### config.mk
export PLATFORM = sky130hd
export DESIGN_NAME = display_blitter
export DESIGN_NICKNAME = d
export VERILOG_FILES = /design/src/rtl/display_blitter.sv
export SDC_FILE = /design/constraint.sdc
export NUM_CORES = 1
export LEC_CHECK = 0
export BUFFER_PORTS_ARGS = -buffer_cell sky130_fd_sc_hd__buf_4
export CAP_MARGIN = 15
export CORE_MARGIN = 4
export CORE_UTILIZATION = 45
export CTS_CLUSTER_DIAMETER = 200
export DETAILED_ROUTE_END_ITERATION = 12
export MAX_ROUTING_LAYER = met4
export PLACE_DENSITY = 0.79
export SYNTH_ARGS = -nofsm -noshare
export SYNTH_HDL_FRONTEND = slang
export SYNTH_SLANG_ARGS = --single-unit
### constraint.sdc
create_clock -name clk -period 3.7 [get_ports clk]
set_clock_uncertainty 0.15 [all_clocks]
set_input_delay 0.37 -clock clk [delete_from_list [all_inputs] [get_ports clk]]
set_output_delay 0.37 -clock clk [all_outputs]
set_load 0.005 [all_outputs]
### src/rtl/display_blitter.sv
// display_blitter: turns pixel, rect-fill and clear commands into a row-major stream
// of single-byte framebuffer writes, paced by the arbiter's mem_grant.
module display_blitter #(
    parameter logic [15:0] BASE_ADDR = 16'h0200,
    parameter int          GRID_W    = 32,
    parameter int          GRID_H    = 32
) (
    input  logic        clk,
    input  logic        rst_n,
    input  logic        cmd_valid,
    output logic        cmd_ready,
    input  logic [1:0]  cmd_op,
    input  logic [4:0]  cmd_x,
    input  logic [4:0]  cmd_y,
    input  logic [5:0]  cmd_w,
    input  logic [5:0]  cmd_h,
    input  logic [2:0]  cmd_color,
    output logic [15:0] mem_addr,
    output logic [7:0]  mem_wdata,
    output logic        mem_we,
    input  logic        mem_grant,
    output logic        busy,
    output logic        done
);

    typedef enum logic [1:0] {
        IDLE   = 2'd0,
        WRITE  = 2'd1,
        FINISH = 2'd2
    } state_t;

    localparam logic [6:0] GW = 7'(GRID_W);
    localparam logic [6:0] GH = 7'(GRID_H);

    state_t     state_q, state_d;
    logic [5:0] col_q, col_d;
    logic [5:0] row_q, row_d;
    logic [5:0] x_start_q, x_start_d;
    logic [5:0] x_end_q, x_end_d;
    logic [5:0] y_end_q, y_end_d;
    logic [2:0] color_q, color_d;

    logic [5:0] eff_x, eff_y;
    logic [6:0] eff_w, eff_h;
    logic [6:0] room_w, room_h;

    // Effective (clipped) rectangle of the command currently on the inputs.
    always_comb begin
        room_w = GW - {2'b00, cmd_x};
        room_h = GH - {2'b00, cmd_y};
        eff_x  = {1'b0, cmd_x};
        eff_y  = {1'b0, cmd_y};
        eff_w  = '0;
        eff_h  = '0;
        case (cmd_op)
            2'd0: begin
                eff_w = 7'd1;
                eff_h = 7'd1;
            end
            2'd1: begin
                eff_w = ({1'b0, cmd_w} < room_w) ? {1'b0, cmd_w} : room_w;
                eff_h = ({1'b0, cmd_h} < room_h) ? {1'b0, cmd_h} : room_h;
            end
            2'd2: begin
                eff_x = '0;
                eff_y = '0;
                eff_w = GW;
                eff_h = GH;
            end
            default: begin
                eff_w = '0;
                eff_h = '0;
            end
        endcase
    end

    always_comb begin
        state_d   = state_q;
        col_d     = col_q;
        row_d     = row_q;
        x_start_d = x_start_q;
        x_end_d   = x_end_q;
        y_end_d   = y_end_q;
        color_d   = color_q;
        case (state_q)
            IDLE: begin
                if (cmd_valid) begin
                    color_d   = cmd_color;
                    col_d     = eff_x;
                    row_d     = eff_y;
                    x_start_d = eff_x;
                    x_end_d   = 6'({1'b0, eff_x} + eff_w - 7'd1);
                    y_end_d   = 6'({1'b0, eff_y} + eff_h - 7'd1);
                    if (eff_w == 7'd0 || eff_h == 7'd0) begin
                        state_d = FINISH;
                    end else begin
                        state_d = WRITE;
                    end
                end
            end
            WRITE: begin
                // The presented write only retires on a granted cycle.
                if (mem_grant) begin
                    if (col_q == x_end_q) begin
                        if (row_q == y_end_q) begin
                            state_d = FINISH;
                        end else begin
                            col_d = x_start_q;
                            row_d = row_q + 6'd1;
                        end
                    end else begin
                        col_d = col_q + 6'd1;
                    end
                end
            end
            FINISH: state_d = IDLE;
            default: state_d = IDLE;
        endcase
    end

    always_ff @(posedge clk or negedge rst_n) begin
        if (!rst_n) begin
            state_q   <= IDLE;
            col_q     <= '0;
            row_q     <= '0;
            x_start_q <= '0;
            x_end_q   <= '0;
            y_end_q   <= '0;
            color_q   <= '0;
        end else begin
            state_q   <= state_d;
            col_q     <= col_d;
            row_q     <= row_d;
            x_start_q <= x_start_d;
            x_end_q   <= x_end_d;
            y_end_q   <= y_end_d;
            color_q   <= color_d;
        end
    end

    // Decoded straight from the async-reset state so mem_we drops the moment rst_n falls.
    assign cmd_ready = (state_q == IDLE);
    assign busy      = (state_q != IDLE);
    assign done      = (state_q == FINISH);
    assign mem_we    = (state_q == WRITE);
    assign mem_wdata = {5'b00000, color_q};
    assign mem_addr  = BASE_ADDR + (16'(row_q) * 16'(GRID_W)) + 16'(col_q);

endmodule

### Yosys cells after proc, flatten, opt, wreduce, memory -nomap -nowiden

Index checks and enable logic that the tools add are counted.

* add/sub/neg operators: 10
* $lt $le $gt $ge: 2
* mux-type cells: 22
* reductions and logical operators: 11
* equality and inequality tests: 12

Operator list (number)
* two-way mux 6 bit: 8
* one-hot mux 7 bit (3 select lines): 2
* one-hot mux 6 bit (2 select lines): 2
* logical NOT 7 bit: 2
* less-than comparator 6 x 7 -> 1 bit: 2
* two-way mux 7 bit: 2
* subtractor 6 x 5 -> 7 bit, first input constant: 2
* adder 12 x 6 -> 13 bit: 1
* adder 10 x 11 -> 12 bit, first input constant: 1
* adder 5 x 6 -> 6 bit: 2
* adder 6 x 1 -> 6 bit, second input constant: 2
* == test 6 bit: 2
* subtractor 6 x 1 -> 6 bit, second input constant: 2
* two-way mux 2 bit: 5
* two-way mux 5 bit: 2
* AND reduction 4 bit: 2
* inequality test 2 x 1 -> 1 bit, second input constant: 3
* AND reduction 5 bit: 1
* == test 2 x 1 -> 1 bit, second input constant: 2
* == test 2 bit, second input constant: 2
* logical NOT 2 bit: 2
* inequality test 2 bit, second input constant: 2
* one-hot mux 2 bit (2 select lines): 1
* nonzero test 2 bit: 2
* 3 further kinds: 3

* output and inout bits: 28
* input bits: 31
* register bits: 35

### Depth between registers and ports, before layout

Gate-level depths: netlist of the first run.

* depth after elaboration: 9
* depth in mapped cells: 24
* gate-level depth less buffers: 23

### Worst setup path after synthesis of the first run

No wires, ideal clock.

* kind: input-to-reg
* start: input port cmd_y[1]
* end: register y_end_q[5]
* path slack: -504 ps
* required time: 3481 ps
* arrival time: 3985 ps
* stages on the path: 24
* path through: inv_1 -> ha_1 -> inv_2 -> or3_1 -> xnor2_1 -> ha_1 -> a21o_1 -> a21oi_1 -> o21a_1 -> buf_2 -> nand2_1 -> o21ai_1 -> nand2_1 -> ha_1 -> inv_1 -> ha_1 -> inv_1 -> fa_1 -> inv_1 -> a21o_1 -> a21oi_1 -> xor2_1 -> a211o_1 -> nand3_1

* cells in the longest elaborated chain, start to end: 6
* elaborated cells on any way between the ends: 7
* those cells by class: 3 x add/sub; 1 x order compare; 3 x mux

RTL lines
* start, declared: line 14 `input logic [4:0] cmd_y,`
* subtractor 6 x 5 -> 7 bit: line 50 `room_h = GH - {2'b00, cmd_y};`
* less-than comparator 6 x 7 -> 1 bit: line 62 `eff_h = ({1'b0, cmd_h} < room_h) ? {1'b0, cmd_h} : room_h;`
* two-way mux 7 bit: line 62
* one-hot mux 7 bit (3 select lines): line 55 `case (cmd_op)`
* adder 5 x 6 -> 6 bit (*): line 93 `y_end_d = 6'({1'b0, eff_y} + eff_h - 7'd1);`
* subtractor 6 x 1 -> 6 bit (*): line 93
* end signal, assigned: line 136 `y_end_q <= y_end_d;`
* end, declared: line 40 `logic [5:0] y_end_q, y_end_d;`

Every way passes the cells marked *; elsewhere a longest branch is shown, timed or not.
A chain may end at the register's enable or synchronous reset.

### Final worst setup path of the first run

Same ends and word-level chain as after synthesis.

==> results of run 1 <==
-- sequential cells by signal, summed over array words and instances (netlist names) --
signal     count
color_q        3
y_end_q        6
state_q        2
x_end_q        6
x_start_q      5
row_q          6
col_q          6
-- metal layers --
| layer | global-route usage | wire length (um) | vias to the layer above |
|---|---|---|---|
| met5 | - | 0 | - |
| met4 | 0.0334 | 108 | 0 |
| met3 | 0.0279 | 409 | 11 |
| met2 | 0.302 | 3820 | 88 |
| met1 | 0.254 | 3550 | 1366 |
| li1 | - | - | 1472 |
-- layout make-up --
cell class | instances | area (um^2)
clock inverter | 1 | 5.00
multi-input combinational | 299 | 2200
inverter | 38 | 163
tap | 96 | 120
clock buffer | 7 | 86.3
sequential | 34 | 851
fill | 645 | 2740
timing repair buffer | 87 | 672
-- cell usage after synthesis (all sizes together), types with 8 or more instances --
cell / instances / area share
nand2: 71 / 0.084
inv: 38 / 0.045
dfrtp: 34 / 0.27
ha: 34 / 0.13
o21ai: 29 / 0.047
buf: 21 / 0.048
xnor2: 20 / 0.055
a21oi: 16 / 0.025
nand3: 15 / 0.024
xor2: 13 / 0.036
nor2: 12 / 0.015
a31oi: 8 / 0.016
clkbuf: 8 / 0.0094
-- power by group through the flow --
stage                     clock, uW  combinational, uW  sequential, uW
after floorplan                   0                802             631
after global placement            0               1050             681
after detailed placement          0               1090             692
after CTS                       287               1110             685
after global routing            303               1280             712
final                           280               1130             687
-- cells by family after synthesis --
group	count (synthesis)
simple gates	130
buf+inv	67
flops	34
fa+ha+maj	36
xor+xnor	33
mux	8
other cells	1
compound gates	83
-- tightest hold or removal path: stages --
cell,delay [ns]
buf_4,0.07
nand2_1,0.04
nand2_1,0.04
-- stage by stage --
step | cell area (um^2) | util | setup TNS [ns] | total power (uW) | std cells
3_3_place_gp | 3820 | 0.559 | -0.586 | 1740 | 550
5_1_grt | 4090 | 0.599 | -0.312 | 2290 | 562
6_report | 4090 | 0.599 | 0 | 2100 | 562
2_1_floorplan | 3260 | - | -0.198 | 1430 | 400
3_5_place_dp | 3820 | 0.559 | -1.10 | 1780 | 550
4_1_cts | 3990 | 0.584 | 0 | 2090 | 561
-- worst max-delay path by stage --
stage / startpoint / end / slack (ns) / cells after the start
2_1_floorplan: cmd_y[1] / y_end_q[5]$_DFFE_PN0P_ / -0.20 / 24
3_3_place_gp: cmd_y[1] / y_end_q[5]$_DFFE_PN0P_ / -0.29 / 24
3_5_place_dp: cmd_y[1] / y_end_q[5]$_DFFE_PN0P_ / -0.46 / 24
4_1_cts: cmd_x[0] / x_end_q[5]$_DFFE_PN0P_ / 0.01 / 24
5_1_grt: cmd_x[0] / x_end_q[5]$_DFFE_PN0P_ / -0.18 / 24
6_report: cmd_y[1] / y_end_q[5]$_DFFE_PN0P_ / 0.006 / 20
-- what timing repair did --
| item | in CTS | in global routing |
|---|---|---|
| gates resized for setup | 7 | 17 |
| gates cloned | 0 | 0 |
| pin swaps | 7 | 7 |
| endpoints found under the hold margin | 34 | 0 |
| buffers inserted | 2 | 1 |
| hold buffers | 1 | 0 |
| setup endpoints to repair | 1 | 2 |
==> metrics list, run 1 <==
* Cell count after synthesis: 392
* Required time reported for the critical path endpoint: approximately 3.7 ns
- Critical Path Start Type: input pin
- Port Buffer Count: 49
- Ordered list of cells on the worst path: buf_12 -> inv_12 -> ha_4 -> inv_4 -> or3_4 -> xnor2_4 -> ha_4 -> a21o_1 -> a21oi_2 -> o21a_1 -> buf_4 -> buf_4 -> o32a_1 -> ha_1 -> inv_1 -> ha_1 -> a21oi_2 -> xor2_2 -> a211o_1 -> nand3_1
- The number of global-route vias before repair is roughly 2700.
- Broken down by cell family, the worst path's largest delay share belongs to adder cells.
- Endpoint kind of the worst setup timing path: register
* XOR/XNOR Fraction of Synth Area: 0.0908
- Fraction of the mapped netlist area in simple logic gates: 0.188
- The critical path contains buffers and inverters numbering 6 combined.
- DRC violations left: 0
* Antenna diode count: 0
* Min Clock Period, post-route: around 3.7 ns
* Via Count: 2937
- Timing would allow up to 0.271 GHz.
* Worst-skew pair later-pin latency: between 0.2 and 0.3 ns
- Most used flip-flop cell after synthesis: dfrtp_1
* Number of synthesized flops with an enable pin: 0
* Clock tree buffer depth: 2
* Synthesized-area fraction occupied by ao, oa, aoi and oai cells: 0.177
- Number of detailed-routing iterations run before antenna repair: 4
- The die covers ~0.0085 mm^2.
* Post-CTS clock slew at the launch and capture registers of the worst setup and hold paths: approximately 0.06 ns
- First DRT Iteration DRCs: 168
- In the routed layout, each cell is associated on average with a via count of about 5.2.
- Of the total power, the share spent switching nets is 0.410.
- Pin placement for this block handled a little under 60 I/O pins.
- The worst register-to-register path ends at row_q[5]$_DFFE_PN0P_.
* Flop and latch count out of synthesis: 34
- Area of the mapped netlist: 0.00318 mm^2
- Fraction of registers with async set or reset after synthesis: 1.00
- Hold path endpoint: color_q[2]$_DFFE_PN0P_
- Of the total power, registers draw 0.327.
* Global route total overflow: 0
- Global-route wire length before repair: ~13000 um
- The worst hold path belongs to the class in2reg.
- Dividing total power by cell area gives a power density of a little over 500 mW/mm^2.
- Final max-slew violation count: 0
- Logic depth of the worst register-to-register path: 5
* Count of nets after finishing: around 530
- For the pin with the worst max-slew slack, the measured transition is 0.597 ns.
- The slowest stage of the critical path belongs to the cell or3_4.
- Hold is met by roughly 0.12 ns.
- The worst hold path was traced through 3 stages.
- Highest-count cells in the layout ignoring fill and taps: 84 x buf_4, 71 x nand2_1, 34 x dfrtp_1
- Across every metal layer, demand over resource in global routing totals 0.187.
- Die Y-Extent: ~92 um
- Unique masters post-synth: 56
- Prior to clock tree synthesis, the placed netlist has a worst setup slack of -0.456 ns.
* Proportion of power drawn by the clock network: 0.133
* Setup CP Type: in2reg
- Of the total synthesized cell area, the portion taken by full adders, half adders and majority gates is 0.146.
* Core area: between 0.006 and 0.007 mm^2
- Relative to the synthesized area, the layout overhead comes to 28.7%.
* Worst-case setup margin in the final layout: about 0.0059 ns
- Largest fanout on the critical path: 4
- After synthesis, the largest family of logic cells by area is simple AND/OR/NAND/NOR gates.
- Flop-to-flop setup slack: between 1 and 1.5 ns
- A synthesized cell averages 8.12 um^2.
- Sink Count: 34
* Hold Crit Start: cmd_color[2]
* Comb pwr share: 0.540
- Internal power summed over all cells: 1240 uW
- RSZ-0062 raised after global routing: yes
- The wire-length estimate of the detail-placed layout is roughly 6000 um.
- Post-route fraction of the period consumed by the critical path: 0.998
- Entering global routing, the biggest net connects 35 pins.
- For this configuration, the core starts out at a cell density of 0.466.
- Final count of hold timing violations: 0
- Max-cap violations in this run came to 0.
- Slowest stage delay, CP: between 0.3 and 0.4 ns
- In this run the remaining antenna-violating nets after routing total 0.
- For this block, the routed nets add up to about 8000 um of wire.
* CTS tree: built
* Most frequent standard cell in the layout excluding fill and tap cells: buf_4
* Max_slew headroom: 0.602
* Number of antenna violations at the first check in global routing: 0
- The run finished with clean final reports.
* Die Width: 92.1 um
- Fraction of layout instances using a drive strength above 1: 0.279
- Total CTS buffers: 5
- The startpoint identified for the worst register-to-register timing path is state_q[1]$_DFFE_PN0P_.
- Count of synthesis-stage warnings from yosys: 0
- In the final routed layout, each cell accounts on average for about 14 um.
- For this design the static power due to leakage is approximately 0.0020 uW.
- After floorplanning, the core was divided into 30 placement rows.
- Sw Pwr: ~860 uW
* Sequential cell area fraction in the yosys report: 0.267
- The congestion estimate from routability-driven global placement came to between 0.9 and 1.
- Final setup vio count: 0
- The portion of synthesized area spent on multiplexers is 0.0275.
* Number of levels in the clock H-tree: 2
- VDD sags by at most between 0.15 and 0.2 mV.
* Data arrival at the endpoint of the critical path: 3.70 ns
- CTS placed an instance of clkbuf_8 at the clock tree root.
No activity file was read; power rests on OpenSTA's default activity.
==> run 2, diff against run 1 <==
ABC_AREA = 1   (was unset)
==> run 2 against run 1 <==
  * Register-to-register slack better by 0.48 ns
  * Largest cell class unchanged
  * Sequential cell count unchanged
  * Highest routed layer unchanged
  * Synthesized cell count increased by 16%
  * Critical path depth is 1 higher
  * Synthesized area grew 1.4%
==> metrics list, run 2 <==
* Worst-skew pair later-pin latency: 0.29 ns (about the same)
- Fraction of layout instances using a drive strength above 1: 0.208 (-0.0708)
* Data arrival at the endpoint of the critical path: 3.47 ns (-0.23 ns)
* Die Width: 92.7 um (+0.65%)
* Sink Count: 34 (unchanged)
* Final max-slew violation count: 0 (unchanged)
- Number of detailed-routing iterations run before antenna repair: 4 (unchanged)
- The number of distinct library cells after synthesis was 36 (-36%).
* Post-Layout Inst Area: 0.00388 mm^2 (-5.3%)
- Count of synthesis-stage warnings from yosys: 0 (unchanged)
* Post-DR wirelength/cell: 12.0 um (-15%)
- Post-route fraction of the period consumed by the critical path: 0.939 (-0.0596)
- Largest net degree at the start of global routing: 35 (unchanged)
- Flop and latch count out of synthesis: 34 (unchanged)
- The I/O pin total is 59 (unchanged).
* Result of the run: completed
* Total of max-cap violations: 0 (unchanged)
* Global-route wire length before repair: 12200 um (-4.7%)
* Most frequent standard cell in the layout excluding fill and tap cells: nand2_1
- Min Clock Period, post-route: 3.47 ns (-0.221 ns)
- FILL cells: 662 (+2.6%)
- Die Y-Extent: 92.7 um (+0.65%)
- The aggregate negative setup slack came to 0 ns (unchanged).
* Vias per Instance: 4.82 (-7.7%)
* Die Outline Area: 0.00859 mm^2 (+1.3%)
* Area share of the leading cell type in the synthesized netlist: 0.264 (-0.00373)
- For this run, the leading register cell type out of synthesis is dfrtp_1.
- The post-layout total power came to 2170 uW (+3.3%).
* DRC violations left: 0 (unchanged)
* Root cell of the clock tree: clkbuf_8
- The maximum achievable frequency came to 0.288 GHz (+6.4%).
* Post-detail-place hpwl: 6030 um (-0.24%)
- Leak: 0.00212 uW (+7.9%)
- The count of inserted antenna diode cells was 0 (unchanged).
* Count of nets after finishing: 580 (+9.0%)
- The sequential fraction of the synthesis area came to 0.264 (-0.00373).
- The starting density of the core was 0.470 (+0.00401).
- Largest fanout on the critical path: 4 (unchanged)
* Via count of the first global-routing pass: 2844 (+4.6%)
- Final count of hold timing violations: 0 (unchanged)
- Slew at the pin closest to its max-slew limit: 0.814 ns (+0.217 ns)
- Global route total overflow: 0 (unchanged)
* Library cell occupying the most area in the post-synthesis netlist: dfrtp_1
- The total power per unit cell area is 559 mW/mm^2 (+9.0%).
* Core area: 0.00687 mm^2 (+0.55%)
- Max_slew headroom: 0.457 (-0.145)
- The worst setup path is of the in2reg kind.
- Final setup vio count: 0 (unchanged)
- The area growth from synthesis to layout is 20.2%.
- The deepest clock path buffer count came to 2 (unchanged).
* Required time reported for the critical path endpoint: 3.69 ns (-0.02 ns)
* Count of nets left with antenna violations after detail routing: 0 (unchanged)
* Most frequent cells after synthesis: 128 x nand2_1, 60 x inv_1, 34 x dfrtp_1, 34 x ha_1, 31 x nand3_1
* Maximum resistive drop on vdd: 0.203 mV (+19%)
- Highest-count cells in the layout ignoring fill and taps: 124 x nand2_1, 66 x buf_4, 60 x inv_1
- The worst setup path is launched from an input pin.
- Via Count: 2943 (+0.20%)
- The tightest min-delay check is of the in2reg type.
* First DRT Iteration DRCs: 127 (-24%)
* Fraction of registers with async set or reset after synthesis: 1.00 (unchanged)
- Endpoint kind of the worst setup timing path: register
* Most numerous cell in the Yosys netlist: nand2_1
* Post-CTS clock slew at the launch and capture registers of the worst setup and hold paths: 0.07 ns (about the same)
- CTS tree: built
- Placement Rows: 30 (unchanged)
* Placement-stage cell area: 0.00372 mm^2 (-2.5%)
- Top post-synthesis cells by area: dfrtp_1 26%, nand2_1 15%, ha_1 13%, inv_1 7.0%, xor2_1 5.7%
* WL final: 7300 um (-7.5%)
- Number of synthesized flops with an enable pin: 0 (unchanged)
- Port Buffer Count: 49 (unchanged)
- The final estimated routing congestion in global placement came to 0.891 (-1.4%).
- Cell count after synthesis: 453 (+16%)
- The maximum level of the CTS H-tree was 2 (unchanged).
* Mean instance size in the synthesized netlist: 7.12 um^2 (-12%)
- The total standard cell area after synthesis was 0.00323 mm^2 (+1.4%).
- The aggregate global-route resource usage is 0.178 (-0.00917).
- The TritonCTS buffer count is 5 (unchanged).
- Number of antenna violations at the first check in global routing: 0 (unchanged)
[run 2: cell count changes after synthesis, sizes merged, moves of 9 or more]
cell   change
nand3     +16
nor2      +16
xnor2      -9
nand2     +64
inv       +28
[run 2: what timing repair did]
action                                  in CTS  in global routing
endpoints found under the setup margin       0                  2
endpoints found under the hold margin       34                  0
buffers inserted                             0                  1
hold buffers                                 1                  0
gates resized for setup                      0                 14
[run 2: cells by family (layout without fill, tap and decap cells)]
group,count (synthesis),after routing,synth area share
flops,34,34,0.264
buf+inv,89,142,0.125
fa+ha+maj,36,36,0.144
other cells,1,9,0.00116
xor+xnor,32,32,0.0869
simple gates,208,208,0.286
compound gates,53,53,0.0934
[run 2: final timing paths]
check,start,end,slack (ns),cells after the start
max,cmd_y[0],y_end_q[5]$_DFFE_PN0P_,0.23,21
min,cmd_color[2],color_q[2]$_DFFE_PN0P_,0.12,3
max reg2reg,state_q[1]$_DFFE_PN0P_,x_start_q[2]$_DFFE_PN0P_,1.64,6
min reg2reg,color_q[2]$_DFFE_PN0P_,color_q[2]$_DFFE_PN0P_,0.32,2
max in group asynchronous,rst_n,row_q[2]$_DFFE_PN0P_,2.69,2
min in group asynchronous,rst_n,x_start_q[3]$_DFFE_PN0P_,0.40,2
[run 2: area by class of cell]
| class | count | area [um^2] | area share |
|---|---|---|---|
| multi-input cells | 338 | 2050 | 0.528 |
| repair buffers | 67 | 505 | 0.130 |
| clock inverters | 1 | 5.00 | 0.00129 |
| well taps | 96 | 120 | 0.0310 |
| flip-flops and latches | 34 | 851 | 0.219 |
| inverters | 67 | 262 | 0.0674 |
| clock buffers | 7 | 86.3 | 0.0223 |
[run 2: routing by layer]
layer  share of wire  track usage  wire [um]
met1            0.47        0.229       3430
met5               0            -          0
met2            0.46        0.287       3350
met3           0.058       0.0309        423
met4           0.014       0.0574         99
[run 2: power by group]
group,switching (uW),internal (uW),total (uW)
clock network,133,150,283
registers,182,540,722
logic,646,517,1160
[run 2: through the flow]
stage          instances   util  setup WS, ns  hold slack, ns
2_1_floorplan        461      -         0.148         -0.0756
3_3_place_gp         600  0.542        -0.135           0.180
3_5_place_dp         600  0.542        -0.193           0.189
4_1_cts              609  0.557        0.0980           0.115
5_1_grt              610  0.564      -0.00242           0.127
6_report             610  0.564         0.226           0.122
[run 2: worst max-delay path: stages]
cell,delay [ns]
buf_4,0.12
inv_1,0.09
ha_1,0.19
nand2_1,0.10
xor2_2,0.17
ha_1,0.28
nand2_1,0.07
nand2_1,0.06
a21oi_2,0.22
nand2_2,0.09
nand2_1,0.06
nand3_1,0.09
ha_1,0.31
inv_1,0.06
ha_1,0.17
inv_1,0.07
fa_2,0.37
o21ai_2,0.17
xnor2_1,0.16
xor2_1,0.17
o21ai_0,0.08
==> run 3, diff against run 2 <==
BUFFER_PORTS_ARGS = unset   (was -buffer_cell sky130_fd_sc_hd__buf_4)
DONT_BUFFER_PORTS = 1   (was unset)
PLACE_DENSITY = unset   (was 0.79)
PLACE_DENSITY_LB_ADDON = 0.2   (was unset)
==> run 3 against run 2 <==
  * Power shrank 9.9%
  * Clock power shrank 8.1%
  * Sequential power grew 1%
  * Die area is the same
==> metrics list, run 3 (synthesized netlist as in run 2, its figures left out) <==
- Result of the run: completed
- Count of nets left with antenna violations after detail routing: 0 (unchanged)
- The number of gates on the worst path with buffers counted was 20 (-4.8%).
* Highest-count cells in the layout ignoring fill and taps: 128 x nand2_1, 60 x inv_1, 34 x ha_1, 34 x dfrtp_1, 31 x nand3_1
- Gpl congestion: 0.900 (+1.1%)
- The routed wirelength normalized by instance count came to 12.3 um (+2.7%).
- Critical-path top delay cell: fa_1
- Final setup vio count: 0 (unchanged)
- The DRC marker count from the first detailed-route iteration came to 84 (-34%).
- Placed cell count: 544 (-9.3%)
- Clock tree buffer depth: 2 (unchanged)
- Tightest hold margin: 0.0453 ns (-0.0769 ns)
* Setup CP Type: in2reg
* Most frequent standard cell in the layout excluding fill and tap cells: nand2_1
* Power density of the placed cells: 571 mW/mm^2 (+2.0%)
* Post-layout utilization of the core: 0.499 (-0.0659)
* Endpoint kind of the worst setup timing path: register
* CP Launch Point: cmd_y[0]
- STA classifies the critical path startpoint as an input pin.
- The global route total overflow came to 0 (unchanged).
* Sink Count: 34 (unchanged)
- Via count of the first global-routing pass: 2639 (-7.2%)
* Count of nets after finishing: 524 (-9.7%)
* Core area: 0.00687 mm^2 (unchanged)
* Min Clock Period, post-route: 3.38 ns (-0.0910 ns)
- The biggest fanout along the worst timing path is 4 (unchanged).
- The required time reported for the critical path endpoint was 3.69 ns (about the same).
- Final max-slew violation count: 0 (unchanged)
- The arrival time of data at the critical path endpoint is 3.37 ns (-0.10 ns).
* Slew at the pin closest to its max-slew limit: 0.809 ns (-0.00446 ns)
- The number of standard cells in the layout, taps in and fillers out was 553 (-9.3%).
- Met1 layer usage reported by global route: 0.220 (-0.00935)
- The number of buffers inserted to repair setup after CTS came to 0 (unchanged).
* Worst hold path class: in2reg
- Crit Reg-Reg Endpoint: y_end_q[0]$_DFFE_PN0P_
* Max_slew headroom: 0.460 (+0.00297)
- Layout Area Growth over Synthesis: 6.13%
- Setup repair after global routing left no endpoint under its margin.
- Root cell of the clock tree: clkbuf_8
- Ordered list of cells on the worst path: inv_1 -> ha_1 -> nand2_1 -> xor2_1 -> ha_1 -> nand2_1 -> nand2_1 -> a21oi_4 -> nand2_2 -> nand2_1 -> nand3_1 -> ha_1 -> inv_1 -> ha_1 -> inv_1 -> fa_1 -> o21ai_0 -> xnor2_1 -> xor2_1 -> o21ai_0
- On the critical path the largest part of the delay comes from adder cells.
- Max Clock Freq: 0.296 GHz (+2.7%)
- Flop-to-flop setup slack: 1.70 ns (+0.06 ns)
- M3 GR Usage: 0.0292 (-0.00162)
- The height of the chip is 92.7 um (unchanged).
* Die Width: 92.7 um (unchanged)
- The leakage power summed over all cells was 0.00184 uW (-13%).
- The stage delay of the slowest cell on the critical path came to 0.40 ns (+0.03 ns).
- The worst supply voltage drop on vdd was 0.181 mV (-11%).
- Placement Rows: 30 (unchanged)
* Antenna diode count: 0 (unchanged)
- Post-CTS clock slew at the launch and capture registers of the worst setup and hold paths: 0.07 ns (about the same)
* Total CTS buffers: 5 (unchanged)
* Total negative setup slack: 0 ns (unchanged)
* Number of detailed-routing iterations run before antenna repair: 4 (unchanged)
- The buffers plus inverters on the worst setup path is 3 (-1).
- The clock latency on the worst-skew pair was 0.29 ns (about the same).
- After global routing, the most crowded layer is met2.
* Via Count: 2678 (-9.0%)
* I/O pins: 59 (unchanged)
* Final count of hold timing violations: 0 (unchanged)
- Global-route wire length before repair: 11700 um (-3.8%)
* Largest net degree at the start of global routing: 35 (unchanged)
- Port Buffer Count: 0 (-100%)
- TritonCTS built the clock tree.
* Reg-to-Reg Start: state_q[1]$_DFFE_PN0P_
- The starting density of the core was 0.470 (unchanged).
- DRC violations left: 0 (unchanged)
- The share of post-route cells with drive strength above 1 came to 0.0853 (-0.123).
* GR Util met2: 0.281 (-0.00604)
- Post-detail-place hpwl: 5650 um (-6.3%)
- Number of levels in the clock H-tree: 2 (unchanged)
* Total of max-cap violations: 0 (unchanged)
- The final period utilization was 0.914 (-0.0246).
* Number of antenna violations at the first check in global routing: 0 (unchanged)
* Global Route Usage Sum: 0.172 (-0.00658)
* Logic depth of the worst register-to-register path: 6 (unchanged)
* WL final: 6800 um (-6.9%)
- The post-layout total power was 1950 uW (-9.9%).
* End of the critical path: y_end_q[5]$_DFFE_PN0P_
* Vias per Instance: 4.84 (+0.37%)
* Die Outline Area: 0.00859 mm^2 (unchanged)
[run 3: cell count changes in the layout (fill, tap and decap cells not counted), moves of 2 or more]
cell,delta
xor2_1,+2
xor2_2,-2
fa_2,-2
nand2_2,-4
fa_1,+2
nand2_1,+4
o21ai_2,-2
buf_4,-57
clkinvlp_4,+2
o21ai_0,+2
[run 3: how the worst min path moves through the flow]
| stage | startpoint | endpoint | slack (ns) | cells past startpoint |
|---|---|---|---|---|
| floorplan | rst_n | col_q[0]$_DFFE_PN0P_ | -0.08 | 0 |
| global placement | rst_n | state_q[1]$_DFFE_PN0P_ | -0.07 | 0 |
| detailed placement | rst_n | state_q[1]$_DFFE_PN0P_ | -0.07 | 0 |
| CTS | cmd_color[1] | color_q[1]$_DFFE_PN0P_ | 0.04 | 2 |
| global route | cmd_color[1] | color_q[1]$_DFFE_PN0P_ | 0.05 | 2 |
| finish | cmd_color[1] | color_q[1]$_DFFE_PN0P_ | 0.05 | 2 |
[run 3: stage by stage]
| step | instance area (um^2) | setup WS, ns |
|---|---|---|
| 3_5_place_dp | 3300 | -0.0564 |
| 2_1_floorplan | 3260 | 0.148 |
| 3_3_place_gp | 3300 | 0.0834 |
| 5_1_grt | 3420 | 0.0116 |
| 6_report | 3420 | 0.317 |
| 4_1_cts | 3420 | 0.255 |
[run 3: routing by layer]
| layer | routed length, um | up-vias |
|---|---|---|
| li1 | - | 1427 |
| met1 | 3310 | 1198 |
| met2 | 3070 | 49 |
| met3 | 363 | 4 |
| met4 | 51 | 0 |
| met5 | 0 | - |
[run 3: report_power, final]
part | switching, uW | internal [uW]
logic | 583 | 381
registers | 190 | 540
clock network | 132 | 128
total | 905 | 1050
[run 3: cell type report]
| cell class | count | area (um^2) |
|---|---|---|
| clock buffers | 5 | 68.8 |
| clock inverters | 2 | 15.0 |
| fillers | 683 | 3440 |
| inverters | 67 | 262 |
| multi-input cells | 338 | 2010 |
| flip-flops and latches | 34 | 851 |
| well taps | 96 | 120 |
| repair buffers | 11 | 97.6 |
[run 3: worst reg2reg max path, delay by kind of cell, from the launching register on]
kind	cells	cell delay (ns)
compound gates	1	0.10
buf+inv	2	0.55
flops	1	0.41
simple gates	3	0.64
[run 3: what timing repair did]
| item | CTS | global route |
|---|---|---|
| hold buffers | 2 | 0 |
| resized for setup | 0 | 1 |
| setup endpoints to repair | 0 | 1 |
| endpoints found under the hold margin | 34 | 0 |
